File: config.mk
export PLATFORM = sky130hd
export DESIGN_NAME = datamem_arbiter
export DESIGN_NICKNAME = d
export VERILOG_FILES = /design/src/rtl/datamem_arb_pkg.sv /design/src/rtl/datamem_rr_pick.sv /design/src/rtl/datamem_arbiter.sv
export SDC_FILE = /design/constraint.sdc
export NUM_CORES = 1
export LEC_CHECK = 0
export BUFFER_PORTS_ARGS = -buffer_cell sky130_fd_sc_hd__buf_2
export CAP_MARGIN = 25
export CORE_MARGIN = 4
export CORE_UTILIZATION = 43
export DETAILED_ROUTE_END_ITERATION = 6
export GPL_ROUTABILITY_DRIVEN = 0
export PLACE_DENSITY = 0.74
export SYNTH_ARGS = -nofsm -noshare
export SYNTH_HDL_FRONTEND = slang
export SYNTH_HIERARCHICAL = 1
export SYNTH_SLANG_ARGS = --single-unit
File: constraint.sdc
create_clock -name clk -period 2.6 [get_ports clk]
set_input_delay 0.13 -clock clk [delete_from_list [all_inputs] [get_ports clk]]
set_output_delay 0.13 -clock clk [all_outputs]
set_load 0.05 [all_outputs]
File: src/rtl/datamem_arb_pkg.sv
// Shared types for the data-memory arbiter: FSM states, the issue-stage request record
// and the widths of the 16-bit data memory it fronts.
package datamem_arb_pkg;

  localparam int NUM_REQ    = 2;
  localparam int MEM_ADDR_W = 16;
  localparam int MEM_DATA_W = 16;
  localparam int LOCK_CNT_W = 8;

  typedef enum logic [1:0] {
    ARB   = 2'd0,
    HOLD0 = 2'd1,
    HOLD1 = 2'd2
  } arb_state_t;

  typedef struct packed {
    logic                  we;
    logic [MEM_ADDR_W-1:0] addr;
    logic [MEM_DATA_W-1:0] wdata;
    logic                  owner;
  } mem_req_t;

endpackage

File: src/rtl/datamem_rr_pick.sv
// Combinational two-way grant pick: round-robin or fixed priority in ARB,
// exclusive grant to the lock holder in HOLD0/HOLD1 until the lock budget runs out.
module datamem_rr_pick
  import datamem_arb_pkg::*;
#(
  parameter int FIXED_PRIO = 0,
  parameter int LOCK_MAX   = 8
) (
  input  logic [NUM_REQ-1:0]    req,
  input  logic                  rr_ptr,
  input  arb_state_t            state,
  input  logic [LOCK_CNT_W-1:0] lock_cnt,
  output logic [NUM_REQ-1:0]    gnt,
  output logic                  force_release
);

  logic lock_full;

  assign lock_full = (lock_cnt == LOCK_CNT_W'(LOCK_MAX));

  always_comb begin
    gnt           = '0;
    force_release = 1'b0;
    unique case (state)
      // An exhausted lock yields one dead cycle so the waiting side wins the next pick.
      HOLD0: begin
        if (lock_full && req[1]) force_release = 1'b1;
        else                     gnt[0] = req[0];
      end
      HOLD1: begin
        if (lock_full && req[0]) force_release = 1'b1;
        else                     gnt[1] = req[1];
      end
      default: begin
        if (req[0] && req[1]) begin
          if ((FIXED_PRIO != 0) || !rr_ptr) gnt[0] = 1'b1;
          else                              gnt[1] = 1'b1;
        end else begin
          gnt = req;
        end
      end
    endcase
  end

endmodule

File: src/rtl/datamem_arbiter.sv
// Two-port arbiter and single-stage access sequencer for the 16-bit data memory.
// Reads return to the owning port two edges after acceptance; bounded lock for bursts.
module datamem_arbiter
  import datamem_arb_pkg::*;
#(
  parameter int ADDR_W     = 16,
  parameter int DATA_W     = 16,
  parameter int FIXED_PRIO = 0,
  parameter int LOCK_MAX   = 8
) (
  input  logic              clk,
  input  logic              reset,
  input  logic              r0_req,
  input  logic              r0_we,
  input  logic [ADDR_W-1:0] r0_addr,
  input  logic [DATA_W-1:0] r0_wdata,
  input  logic              r0_lock,
  output logic              r0_gnt,
  output logic              r0_rvalid,
  output logic [DATA_W-1:0] r0_rdata,
  input  logic              r1_req,
  input  logic              r1_we,
  input  logic [ADDR_W-1:0] r1_addr,
  input  logic [DATA_W-1:0] r1_wdata,
  input  logic              r1_lock,
  output logic              r1_gnt,
  output logic              r1_rvalid,
  output logic [DATA_W-1:0] r1_rdata,
  output logic [ADDR_W-1:0] mem_address,
  output logic              mem_write_enable,
  output logic              mem_read_enable,
  output logic [DATA_W-1:0] mem_write_data,
  input  logic [DATA_W-1:0] mem_read_data
);

  if (ADDR_W != MEM_ADDR_W || DATA_W != MEM_DATA_W) begin : g_width_check
    $error("datamem_arbiter: ADDR_W/DATA_W must match the 16-bit data memory");
  end

  arb_state_t            state_q, state_d;
  logic                  rr_ptr_q, rr_ptr_d;
  logic [LOCK_CNT_W-1:0] lock_cnt_q, lock_cnt_d;
  mem_req_t              issue_p1_q, issue_p1_d;
  logic                  vld_p1_q, vld_p1_d;
  logic                  r0_rvalid_q, r0_rvalid_d;
  logic                  r1_rvalid_q, r1_rvalid_d;
  logic [DATA_W-1:0]     r0_rdata_q, r0_rdata_d;
  logic [DATA_W-1:0]     r1_rdata_q, r1_rdata_d;

  logic [NUM_REQ-1:0] req, gnt_pick, gnt, accept;
  logic               force_release;
  logic               acc_any, acc_owner, acc_lock, hold_other, rd_done;

  assign req = {r1_req, r0_req};

  datamem_rr_pick #(
    .FIXED_PRIO(FIXED_PRIO),
    .LOCK_MAX  (LOCK_MAX)
  ) u_pick (
    .req          (req),
    .rr_ptr       (rr_ptr_q),
    .state        (state_q),
    .lock_cnt     (lock_cnt_q),
    .gnt          (gnt_pick),
    .force_release(force_release)
  );

  assign gnt        = gnt_pick & {NUM_REQ{reset}};
  assign accept     = req & gnt;
  assign acc_any    = |accept;
  assign acc_owner  = accept[1];
  assign acc_lock   = acc_owner ? r1_lock : r0_lock;
  assign hold_other = (state_q == HOLD0);

  assign r0_gnt = gnt[0];
  assign r1_gnt = gnt[1];

  always_comb begin
    state_d    = state_q;
    rr_ptr_d   = rr_ptr_q;
    lock_cnt_d = lock_cnt_q;
    unique case (state_q)
      ARB: begin
        if (acc_any) begin
          rr_ptr_d = ~acc_owner;
          if (acc_lock) begin
            state_d    = acc_owner ? HOLD1 : HOLD0;
            lock_cnt_d = LOCK_CNT_W'(1);
          end
        end
      end
      HOLD0, HOLD1: begin
        if (force_release) begin
          state_d    = ARB;
          rr_ptr_d   = hold_other;
          lock_cnt_d = '0;
        end else if (!acc_any || !acc_lock) begin
          // Holder went idle or ended its burst.
          state_d    = ARB;
          lock_cnt_d = '0;
        end else if (lock_cnt_q < LOCK_CNT_W'(LOCK_MAX)) begin
          lock_cnt_d = lock_cnt_q + LOCK_CNT_W'(1);
        end
      end
      default: state_d = ARB;
    endcase
  end

  always_comb begin
    issue_p1_d = issue_p1_q;
    vld_p1_d   = acc_any;
    if (acc_any) begin
      issue_p1_d.owner = acc_owner;
      issue_p1_d.we    = acc_owner ? r1_we    : r0_we;
      issue_p1_d.addr  = acc_owner ? r1_addr  : r0_addr;
      issue_p1_d.wdata = acc_owner ? r1_wdata : r0_wdata;
    end
  end

  // Read data is captured at the end of the issue cycle and steered to its owner only.
  always_comb begin
    rd_done     = vld_p1_q & ~issue_p1_q.we;
    r0_rvalid_d = rd_done & ~issue_p1_q.owner;
    r1_rvalid_d = rd_done &  issue_p1_q.owner;
    r0_rdata_d  = r0_rvalid_d ? mem_read_data : r0_rdata_q;
    r1_rdata_d  = r1_rvalid_d ? mem_read_data : r1_rdata_q;
  end

  always_ff @(posedge clk) begin
    if (!reset) begin
      state_q     <= ARB;
      rr_ptr_q    <= 1'b0;
      lock_cnt_q  <= '0;
      issue_p1_q  <= '0;
      vld_p1_q    <= 1'b0;
      r0_rvalid_q <= 1'b0;
      r1_rvalid_q <= 1'b0;
      r0_rdata_q  <= '0;
      r1_rdata_q  <= '0;
    end else begin
      state_q     <= state_d;
      rr_ptr_q    <= rr_ptr_d;
      lock_cnt_q  <= lock_cnt_d;
      // issue stage (p1)
      issue_p1_q  <= issue_p1_d;
      vld_p1_q    <= vld_p1_d;
      // read return stage (p2)
      r0_rvalid_q <= r0_rvalid_d;
      r1_rvalid_q <= r1_rvalid_d;
      r0_rdata_q  <= r0_rdata_d;
      r1_rdata_q  <= r1_rdata_d;
    end
  end

  assign mem_address      = issue_p1_q.addr;
  assign mem_write_data   = issue_p1_q.wdata;
  assign mem_write_enable = vld_p1_q &  issue_p1_q.we;
  assign mem_read_enable  = vld_p1_q & ~issue_p1_q.we;

  assign r0_rvalid = r0_rvalid_q;
  assign r1_rvalid = r1_rvalid_q;
  assign r0_rdata  = r0_rdata_q;
  assign r1_rdata  = r1_rdata_q;

endmodule

### After elaboration in Yosys (flattened, before gate mapping)

Cells that the tools add are included.

| storage, ports and cells | value |
|---|---|
| bits in registers | 80 |
| latch bits | 0 |
| bits in writable memories | 0 |
| bits in read-only memories | 0 |
| output and inout bits | 70 |
| memories kept | 0 |

| cells by class | value |
|---|---|
| add/sub/neg operators | 1 |
| multipliers | 0 |
| div/mod/pow operators | 0 |
| order comparisons | 1 |
| equality and inequality tests | 8 |
| shifts and indexed selects | 0 |
| mux-type cells | 29 |
| bitwise gates (word level) | 9 |
| reductions and logical operators | 13 |

Operator list:

| cell | number |
|---|---|
| $mux 8 | 5 |
| $mux 16 | 2 |
| $pmux 8 s2 | 1 |
| $mux 2 | 6 |
| $mux 1 | 10 |
| $add 8x1->8 const B | 1 |
| $eq 8x4->1 const B | 1 |
| $lt 8x4->1 const B | 1 |
| $pmux 1 s2 | 4 |
| $ne 2x2->1 const B | 3 |
| $reduce_and 3->1 | 2 |
| $and 1x1->1 | 4 |
| $and 2x2->2 | 2 |
| $ne 4x4->1 const B | 1 |
| $pmux 2 s2 | 1 |
| $reduce_and 4->1 | 1 |
| $reduce_or 2->1 | 2 |
| $logic_and 1x1->1 | 3 |
| $ne 3x3->1 const B | 1 |
| $not 1->1 | 3 |
| $eq 2x1->1 const B | 1 |
| $eq 2x2->1 const B | 1 |
| $logic_not 1->1 | 2 |
| $logic_not 2->1 | 1 |
| 2 further kinds | 2 |

### Longest topological paths before layout

Gate-level depths: netlist of the first run.

| depth | value |
|---|---|
| depth after elaboration | 12 |
| depth in mapped cells | 11 |

### Cells and area by module

Netlist of the first run, hierarchy kept.

By module, submodules not included:

| module | instances | cells an instance | area each (um2) | seq. area each (um2) |
|---|---|---|---|---|
| datamem_arbiter | 1 | 410 | 3578.4 | 1601.5 |
| datamem_rr_pick | 1 | 15 | 105.1 | 0.0 |

### Least setup slack after synthesis of the first run

No wires, ideal clock.

| timing path | value |
|---|---|
| path type | register -> register |
| from | register state_q[0] |
| to | register lock_cnt_q[3] |
| setup time | 0.103 ns |
| arrival | 2.496 ns |
| setup slack | 0.000 ns |
| cell stages (with the launch flop) | 11 |
| clock period less this slack | 2.600 ns |
| cells stage by stage | dfxtp_1 -> inv_1 -> ha_1 -> nor4_1 -> and4b_1 -> a21oi_1 -> nand3_1 -> buf_2 -> o32ai_2 -> a2111o_1 -> a2111oi_2 |

| on the way | value |
|---|---|
| cells in the longest elaborated chain, start to end | 10 |
| elaborated cells between the ends (all ways) | 22 |
| classes of those cells | 5 x eq/ne; 7 x mux; 2 x bitwise; 8 x reduce/logical |

RTL lines:

| what | line | source |
|---|---|---|
| from (decl) | datamem_arbiter.sv:40 | `arb_state_t state_q, state_d;` |
| from (signal assigned) | datamem_arbiter.sv:141 | `state_q <= state_d;` |
| $eq 2x2->1 or $eq 2x1->1 (tied branches) | datamem_rr_pick.sv:24 | `unique case (state)` |
| $pmux 1 s2 (*) | datamem_rr_pick.sv:24 |  |
| net gnt_pick[1] | datamem_arbiter.sv:50 | `logic [NUM_REQ-1:0] req, gnt_pick, gnt, accept;` |
| $and 2x2->2 (*) | datamem_arbiter.sv:68 | `assign gnt = gnt_pick & {NUM_REQ{reset}};` |
| $and 2x2->2 (*) | datamem_arbiter.sv:69 | `assign accept = req & gnt;` |
| $reduce_or 2->1 or $mux 1 (tied branches) | datamem_arbiter.sv:70, datamem_arbiter.sv:72 |  |
| $logic_not 1->1 | datamem_arbiter.sv:97 | `end else if (!acc_any \|\| !acc_lock) begin` |
| $logic_or 1x1->1 | datamem_arbiter.sv:97 |  |
| $mux 8 | datamem_arbiter.sv:97 |  |
| $mux 8 | datamem_arbiter.sv:93 | `if (force_release) begin` |
| $pmux 8 s2 | datamem_arbiter.sv:82 | `unique case (state_q)` |
| to (signal assigned) | datamem_arbiter.sv:143 | `lock_cnt_q <= lock_cnt_d;` |
| to (decl) | datamem_arbiter.sv:42 | `logic [LOCK_CNT_W-1:0] lock_cnt_q, lock_cnt_d;` |

Mark *: on every way through the listed nets, which the timed path passes. The rest lies on a longest branch.
A chain may end at the register's enable or synchronous reset.

### Worst setup path after layout of the first run

| timing path | value |
|---|---|
| from | register state_q[0] |
| to | register lock_cnt_q[0] |

| on the way | value |
|---|---|
| cells in the longest elaborated chain, start to end | 10 |
| elaborated cells between the ends (all ways) | 22 |
| classes of those cells | 5 x eq/ne; 7 x mux; 2 x bitwise; 8 x reduce/logical |

RTL lines:

| what | line | source |
|---|---|---|
| $eq 2x2->1 or $eq 2x1->1 (tied branches) | datamem_rr_pick.sv:24 |  |
| $pmux 1 s2 (*) | datamem_rr_pick.sv:24 |  |
| net gnt_pick[0] | datamem_arbiter.sv:50 |  |
| $and 2x2->2 (*) | datamem_arbiter.sv:68 |  |
| $and 2x2->2 (*) | datamem_arbiter.sv:69 |  |
| $reduce_or 2->1 (*) | datamem_arbiter.sv:70 | `assign acc_any = \|accept;` |
| $logic_not 1->1 | datamem_arbiter.sv:97 |  |
| $logic_or 1x1->1 | datamem_arbiter.sv:97 |  |
| $mux 8 | datamem_arbiter.sv:97 |  |
| $mux 8 | datamem_arbiter.sv:93 |  |
| $pmux 8 s2 | datamem_arbiter.sv:82 |  |

Marks and branches as above.

==> metrics.csv, run 1 <==
metric;value;unit
r2r_slack;0.05;ns
outcome;complete, no violations;
fin_ws;0.0468;ns
synth_edf_count;0;
yosysSeqAreaShare;0.435;
fillCellCount;718;
max_slew_margin;0.497;
drv_slew;0;
min_period;2.55;ns
clkSlewWorstSetupHoldPaths;0.09;ns
die_h;101;um
drt-total-wl;9740;um
cts.sink_count;80;
fin_tns_setup;0;ns
fp.dieW;101;um
grtUsageTotal;0.181;
yosys.area.top_type;dfxtp_1;
vias;3415;
power.total;3.03;mW
avgSynthCellArea;8.67;um2
timing.rr.end;lock_cnt_q[0];
hpwl;6570;um
utilization;0.583;
hp-class;in2reg;
leakagePower;2.30;nW
dp_cells;640;
fin_nets;654;
period_share;0.982;
hold_depth;3;
synth-async-reset-ratio;0;
viasPerCell;5.10;
critPathArrivalTime;2.84;ns
synth_cells;425;
antenna_found_initial;0;
synth_cell_types;42;
netlist_top_cells_area;dfxtp_1 43%, mux2i_1 9.8%, nand2_1 7.2%;
die_area;10100;um2
firstDrtPassIters;4;
path_max_fanout;8;
numPortBuffers;157;
io-pin-count;158;
synth_top_area_frac;0.435;
hp-start;mem_read_data[3];
ys_seq_elements;80;
hold_viol;0;
final_common_cell;buf_2;
drcViolationCount;0;
start_kind;flop;
worstSetupPathType;reg2reg;
clockBufferDepth;2;
drv_cap;0;
insertion_delay;0.35;ns
row_count;33;
drt_iter0_markers;104;
cts-buffers-inserted;9;
fmax;392;MHz
synthFlopType;dfxtp_1;
worstMarginPinSlew;0.753;ns
cp.required;2.89;ns
drive_gt1_frac;0.368;
cts_tree;built;
synth_nets;519;
avgRoutedWirePerCell;14.5;um
multi_input_area;1760;um2
dp_slack;0.00807;ns
initial_core_util;0.446;
grt_overflow_total;0;
r2r-start;state_q[0];
grt_pass1_wl;14800;um
antenna_cells;0;
r2r_cells;12;
ant_nets;0;
syn_to_final_growth;30.7;%
core_area;8260;um2
hold-path-endpoint;r1_rdata[3];
grt_max_degree;68;
peakVddDrop;317;uV
seq_area;1600;um2
htreeDepth;3;
power_density;629;nW/um2
netlist_area;3680;um2
ys_warn_count;6;
end_kind;flop;
cts-root-buf;clkbuf_8;
grt_pass1_vias;3310;
final_cell_mix;157 x buf_2, 78 x dfxtp_1, 71 x nand2_1;
setup_viol;0;
fin_worst_skew;0.00876;ns
fin_cells;670;
## cell type report
| class | count | share of cell area |
|---|---|---|
| clock buffers | 9 | 0.0257 |
| clock inverters | 7 | 0.0229 |
| inverters | 9 | 0.00701 |
| multi-input cells | 277 | 0.366 |
| flip-flops and latches | 80 | 0.333 |
| well taps | 105 | 0.0273 |
| repair buffers | 183 | 0.218 |
## critical path, cell delays in order, from the launching register on
cell      delay (ns)
dfxtp_2         0.33
inv_1           0.04
ha_1            0.32
buf_4           0.16
nand3_1         0.10
o211ai_1        0.13
a21oi_2         0.17
nand4_1         0.19
buf_4           0.20
o32ai_2         0.25
buf_4           0.22
a211o_1         0.20
mux2i_1         0.19
## flip-flops by register name, summed over array words and instances (netlist names)
name,flops
mem_address,16
mem_write_data,16
r0_rdata,16
r1_rdata,16
lock_cnt_q,8
issue_p1_q,2
state_q,2
r0_rvalid,1
r1_rvalid,1
rr_ptr_q,1
vld_p1_q,1
## layer usage
layer | global-route usage | vias up | share of wire
met4 | 0.0756 | 0 | 0.013
met2 | 0.313 | 141 | 0.49
met1 | 0.211 | 1555 | 0.42
met5 | 0 | - | 0
li1 | - | 1707 | -
met3 | 0.0491 | 12 | 0.076
## worst max path at each step
stage	start	to	slack (ns)	depth (start not counted)
floorplan	state_q[0]	lock_cnt_q[3]	0.0001	10
global placement	state_q[0]	lock_cnt_q[3]	0.14	9
detailed placement	state_q[0]	lock_cnt_q[3]	0.008	9
CTS	state_q[0]	lock_cnt_q[3]	0.05	10
global route	state_q[0]	lock_cnt_q[1]	-0.02	12
finish	state_q[0]	lock_cnt_q[0]	0.05	12
## stage by stage
| step | instance area, um2 | hold slack [ns] |
|---|---|---|
| floorplan | 3680 | 0.256 |
| global placement | 4370 | 0.385 |
| detailed placement | 4370 | 0.388 |
| CTS | 4720 | 0.000364 |
| global route | 4820 | 0.0237 |
| finish | 4820 | 0.0196 |
## kinds of logic after synthesis
logic type / count (synthesis) / synth area share
flip-flops: 80 / 0.435
AO/OA/AOI/OAI: 93 / 0.173
multiplexers: 36 / 0.0978
adder cells (fa/ha/maj): 6 / 0.0204
buffers and inverters: 68 / 0.104
AND/OR/NAND/NOR: 142 / 0.171
## power by group
part	leakage, nW	internal [mW]	switching, mW
sequential	0.653	1.29	0.0343
clock	0.116	0.564	0.507
combinational	1.54	0.213	0.422
## cells in the mapped netlist, types with 2 or more instances
cell / instances
nor2b_1: 5
nand2_1: 71
mux2i_1: 36
ha_1: 6
and2_1: 8
buf_4: 32
nor3_1: 2
clkbuf_1: 12
and3_1: 2
buf_2: 5
inv_1: 8
nor2_1: 35
nand4_1: 3
buf_1: 10
o21ai_0: 5
nor4_1: 2
nand2b_1: 3
a211oi_1: 34
nand3_1: 5
dfxtp_1: 80
a2111oi_2: 2
a21oi_1: 39
## repair_timing
item	4_1_cts	5_1_grt
hold buffers	10	0
hold endpoints to repair	13	0
buffers inserted	1	2
setup endpoints to repair	1	6
resized for setup	2	10
gates cloned	0	1
pin swaps	2	5
Note: power is estimated with default switching activity, not from simulation.
==> run 2, diff against run 1 <==
--- a/config.mk
+++ b/config.mk
@@ -8,10 +8,10 @@
 export BUFFER_PORTS_ARGS = -buffer_cell sky130_fd_sc_hd__buf_2
 export CAP_MARGIN = 25
 export CORE_MARGIN = 4
-export CORE_UTILIZATION = 43
+export CORE_UTILIZATION = 40
 export DETAILED_ROUTE_END_ITERATION = 6
 export GPL_ROUTABILITY_DRIVEN = 0
-export PLACE_DENSITY = 0.74
+export PLACE_DENSITY = 0.7
 export SYNTH_ARGS = -nofsm -noshare
 export SYNTH_HDL_FRONTEND = slang
 export SYNTH_HIERARCHICAL = 1
==> run 2 against run 1 <==
Effect of this change: register-to-register slack gained 0.11 ns; global-route usage shrank 0.56 points; critical path type unchanged; sequential power is essentially flat; largest power group unchanged; die area grew 6.9%.
==> metrics.csv, run 2 (same netlist as run 1, synthesis figures left out) <==
metric;value;unit
outcome;complete, no violations;
path_max_fanout;4;
seq_area;1600;um2
hold_depth;3;
cp_slowest_stage_delay;0.40;ns
place_area;4400;um2
worstSetupPathType;reg2reg;
hold_ws;0.0230;ns
hp-class;in2reg;
drcViolationCount;0;
numPortBuffers;157;
die_area;10800;um2
grtUsageTotal;0.176;
core_area;8850;um2
antenna_cells;0;
cp.required;2.85;ns
final_common_cell;buf_2;
final_cell_mix;157 x buf_2, 80 x dfxtp_1, 71 x nand2_1;
peakVddDrop;240;uV
cts.sink_count;80;
antenna_found_initial;0;
vias;3368;
io-pin-count;158;
setup_viol;0;
worstMarginPinSlew;0.673;ns
critPathArrivalTime;2.69;ns
insertion_delay;0.35;ns
htreeDepth;3;
cts_tree;built;
drive_gt1_frac;0.363;
start_kind;flop;
cts-buffers-inserted;9;
end_kind;flop;
row_count;34;
syn_to_final_growth;25.1;%
slowest_stage;a2111o_1;
fin_worst_skew;0.0138;ns
grt_overflow_total;0;
power_density;607;nW/um2
worstPathCellList;inv_1 -> ha_1 -> nor4_1 -> and4b_2 -> a21oi_2 -> and2_4 -> o221a_4 -> a2111o_1 -> a2111oi_2;
fillCellCount;852;
leakagePower;2.22;nW
final_area;4610;um2
hold_viol;0;
fin_ws;0.158;ns
utilization;0.521;
clockBufferDepth;2;
dp_slack;0.0305;ns
clkSlewWorstSetupHoldPaths;0.09;ns
die_h;104;um
r2r_cells;9;
min_period;2.44;ns
drt_iter0_markers;104;
period_share;0.939;
avgRoutedWirePerCell;14.2;um
grt_max_degree;56;
worstSetupPathDepth;9;
fin_tns_setup;0;ns
hpwl;7100;um
path_buf_inv;1;
firstDrtPassIters;4;
initial_core_util;0.416;
fp.dieW;104;um
fin_nets;642;
grt_pass1_vias;3323;
max_slew_margin;0.551;
fmax;410;MHz
drv_slew;0;
rsz0062_at_grt;no;
viasPerCell;5.10;
multi_input_area;1720;um2
drv_cap;0;
ant_nets;0;
drt-total-wl;9400;um
cp_top_family;compound AO/OA/AOI/OAI gates;
grt_pass1_wl;15800;um
cts-root-buf;clkbuf_8;
run 2: repair_timing:
| action | CTS | global route |
|---|---|---|
| pin swaps | 1 | 4 |
| hold buffers | 0 | 0 |
| endpoints found under the setup margin | 1 | 7 |
| setup buffers | 0 | 1 |
| resized for setup | 1 | 4 |
| hold endpoints to repair | 0 | 0 |
run 2: per-layer routing:
metal  up-vias  GRT usage  routed length, um
met1      1508      0.207               3850
li1       1693          -                  -
met3        13     0.0627                914
met5         -          0                  0
met2       154      0.297               4500
met4         0     0.0598                127
run 2: worst reg2reg max path, cell delays in order, from the launching register on:
cell	delay, ns
dfxtp_1	0.34
inv_1	0.05
ha_1	0.31
nor4_1	0.15
and4b_2	0.31
a21oi_2	0.09
and2_4	0.17
o221a_4	0.24
a2111o_1	0.40
a2111oi_2	0.31
run 2: worst paths after layout:
kind	startpoint	end	slack, ns
max reg2reg	state_q[0]	lock_cnt_q[4]	0.16
min	mem_read_data[6]	r1_rdata[6]	0.02
min reg2reg	r0_rdata[13]	r0_rdata[13]	0.46
max	state_q[0]	lock_cnt_q[4]	0.16
run 2: through the flow:
stage | total power, mW | instances
2_1_floorplan | 1.82 | 425
3_3_place_gp | 1.95 | 644
3_5_place_dp | 1.96 | 644
4_1_cts | 2.83 | 660
5_1_grt | 2.95 | 661
6_report | 2.80 | 661
run 2: power by group:
group / internal (mW) / leakage, nW / switching [mW]
clock: 0.386 / 0.0952 / 0.481
combinational: 0.198 / 1.48 / 0.412
sequential: 1.29 / 0.652 / 0.0337
total: 1.87 / 2.22 / 0.926
run 2: layout make-up:
| type | instances | share of cell area |
|---|---|---|
| sequential | 80 | 0.347 |
| clock buffer | 10 | 0.0299 |
| multi-input combinational | 277 | 0.374 |
| inverter | 9 | 0.00733 |
| clock inverter | 6 | 0.0109 |
| tap | 108 | 0.0293 |
| timing repair buffer | 171 | 0.201 |
==> run 3, diff against run 2 <==
==> constraint.sdc (replaced) <==
create_clock -name clk -period 2.6 [get_ports clk]
set_input_delay 0.13 -clock clk [delete_from_list [all_inputs] [get_ports clk]]
set_output_delay 0.13 -clock clk [all_outputs]
set_load 0.1 [all_outputs]
==> run 3 against run 2 <==
Effect of this change: worst setup slack got worse by 0.12 ns; final cell count rose by 0.15%; flip-flop and latch count did not move; critical path depth did not move; sequential share of layout area fell by 0.80 points; sequential power barely moved; first-iteration DRC count rose by 28%; global-route usage fell by 0.25 points; power rose by 16%; non-clock buffer count rose by 1; cell area rose by 2.4%; critical path type unchanged; critical endpoint unchanged.
==> metrics.csv, run 3 (same netlist as run 1, synthesis figures left out) <==
metric;value;unit
outcome;complete, no violations;
io-pin-count;158;
cts.sink_count;80;
max_slew_margin;0.366;
fin_nets;643;
dp_slack;-0.128;ns
power_density;689;nW/um2
insertion_delay;0.35;ns
p_switching;1.13;mW
period_share;0.986;
dp_cells;642;
netSwitchingFraction;0.346;
core_area;8850;um2
hp-class;in2reg;
clkSlewWorstSetupHoldPaths;0.09;ns
antenna_cells;0;
ant_nets;0;
cts-buffers-inserted;9;
final_common_cell;buf_2;
end_kind;flop;
drt-total-wl;9500;um
clkPwrFrac;0.336;
seqPwrFrac;0.406;
drv_slew;0;
grt_overflow_total;0;
worstMarginPinSlew;0.949;ns
grt_pass1_vias;3176;
fp.dieW;104;um
setup_viol;0;
die_h;104;um
drv_cap;0;
fin_cells;662;
place_area;4370;um2
fin_ws;0.0368;ns
die_area;10800;um2
grt_pass1_wl;15500;um
final_cell_mix;157 x buf_2, 79 x dfxtp_1, 71 x nand2_1;
hold_viol;0;
final_area;4720;um2
clockBufferDepth;2;
avgRoutedWirePerCell;14.3;um
power.total;3.26;mW
initial_core_util;0.416;
p_comb_frac;0.258;
min_period;2.56;ns
hpwl;7030;um
cts-root-buf;clkbuf_8;
drive_gt1_frac;0.372;
leakagePower;2.25;nW
htreeDepth;3;
numPortBuffers;157;
drt_iter0_markers;133;
firstDrtPassIters;4;
grt_max_degree;68;
path_max_fanout;5;
worstSetupPathType;reg2reg;
viasPerCell;5.11;
vias;3381;
cp.required;2.84;ns
antenna_found_initial;0;
row_count;34;
grtUsageTotal;0.173;
start_kind;flop;
critPathArrivalTime;2.80;ns
rsz0062_at_grt;yes;
fin_worst_skew;0.0120;ns
hold_ws;0.0200;ns
syn_to_final_growth;28.2;%
fmax;390;MHz
cts_tree;built;
peakVddDrop;423;uV
p_int;2.13;mW
drcViolationCount;0;
-- run 3: through the flow --
step                setup TNS (ns)   util
CTS                              0  0.524
global route                -0.109  0.534
global placement                 0  0.494
detailed placement          -0.241  0.494
finish                           0  0.534
floorplan                        0      -
-- run 3: layer usage --
metal	vias to the layer above	global-route usage	wire length [um]
li1	1692	-	-
met1	1514	0.218	4100
met2	165	0.272	4230
met3	10	0.0658	975
met4	0	0.0589	189
met5	-	0	0
-- run 3: layout make-up --
class / instances / area [um2]
Clock buffer: 10 / 128
Clock inverter: 6 / 115
Fill cell: 866 / 4130
Inverter: 9 / 33.8
Multi-Input combinational cell: 277 / 1780
Sequential cell: 80 / 1600
Tap cell: 108 / 135
Timing Repair Buffer: 172 / 923
-- run 3: worst max-delay path, stage by stage, from the launching register on --
cell and delay, ns:
dfxtp_2 0.34, inv_2 0.04, ha_4 0.25, nor4_2 0.12
and4b_2 0.34, a21oi_4 0.09, and2_4 0.18, o221a_4 0.24
a2111o_1 0.47, a2111oi_4 0.38
-- run 3: path summary, 6_finish.rpt --
kind	startpoint	endpoint	slack [ns]	cells after the start
worst min register to register	r0_rdata[11]	r0_rdata[11]	0.45	2
worst max-delay path	state_q[0]	lock_cnt_q[4]	0.04	9
worst min-delay path	mem_read_data[3]	r1_rdata[3]	0.02	3
worst max register to register	state_q[0]	lock_cnt_q[4]	0.04	9
-- run 3: what timing repair did --
action,in CTS,in global routing
cloned,0,0
hold buffers,0,0
buffers inserted,0,4
pin swaps,3,7
setup endpoints to repair,5,7
gates resized for setup,5,9
-- run 3: power by group through the flow --
stage	clock network, mW	registers (mW)	logic [mW]
floorplan	0	1.46	0.576
global placement	0	1.35	0.818
detailed placement	0	1.35	0.830
CTS	1.12	1.32	0.833
global route	1.18	1.33	0.889
finish	1.09	1.32	0.841
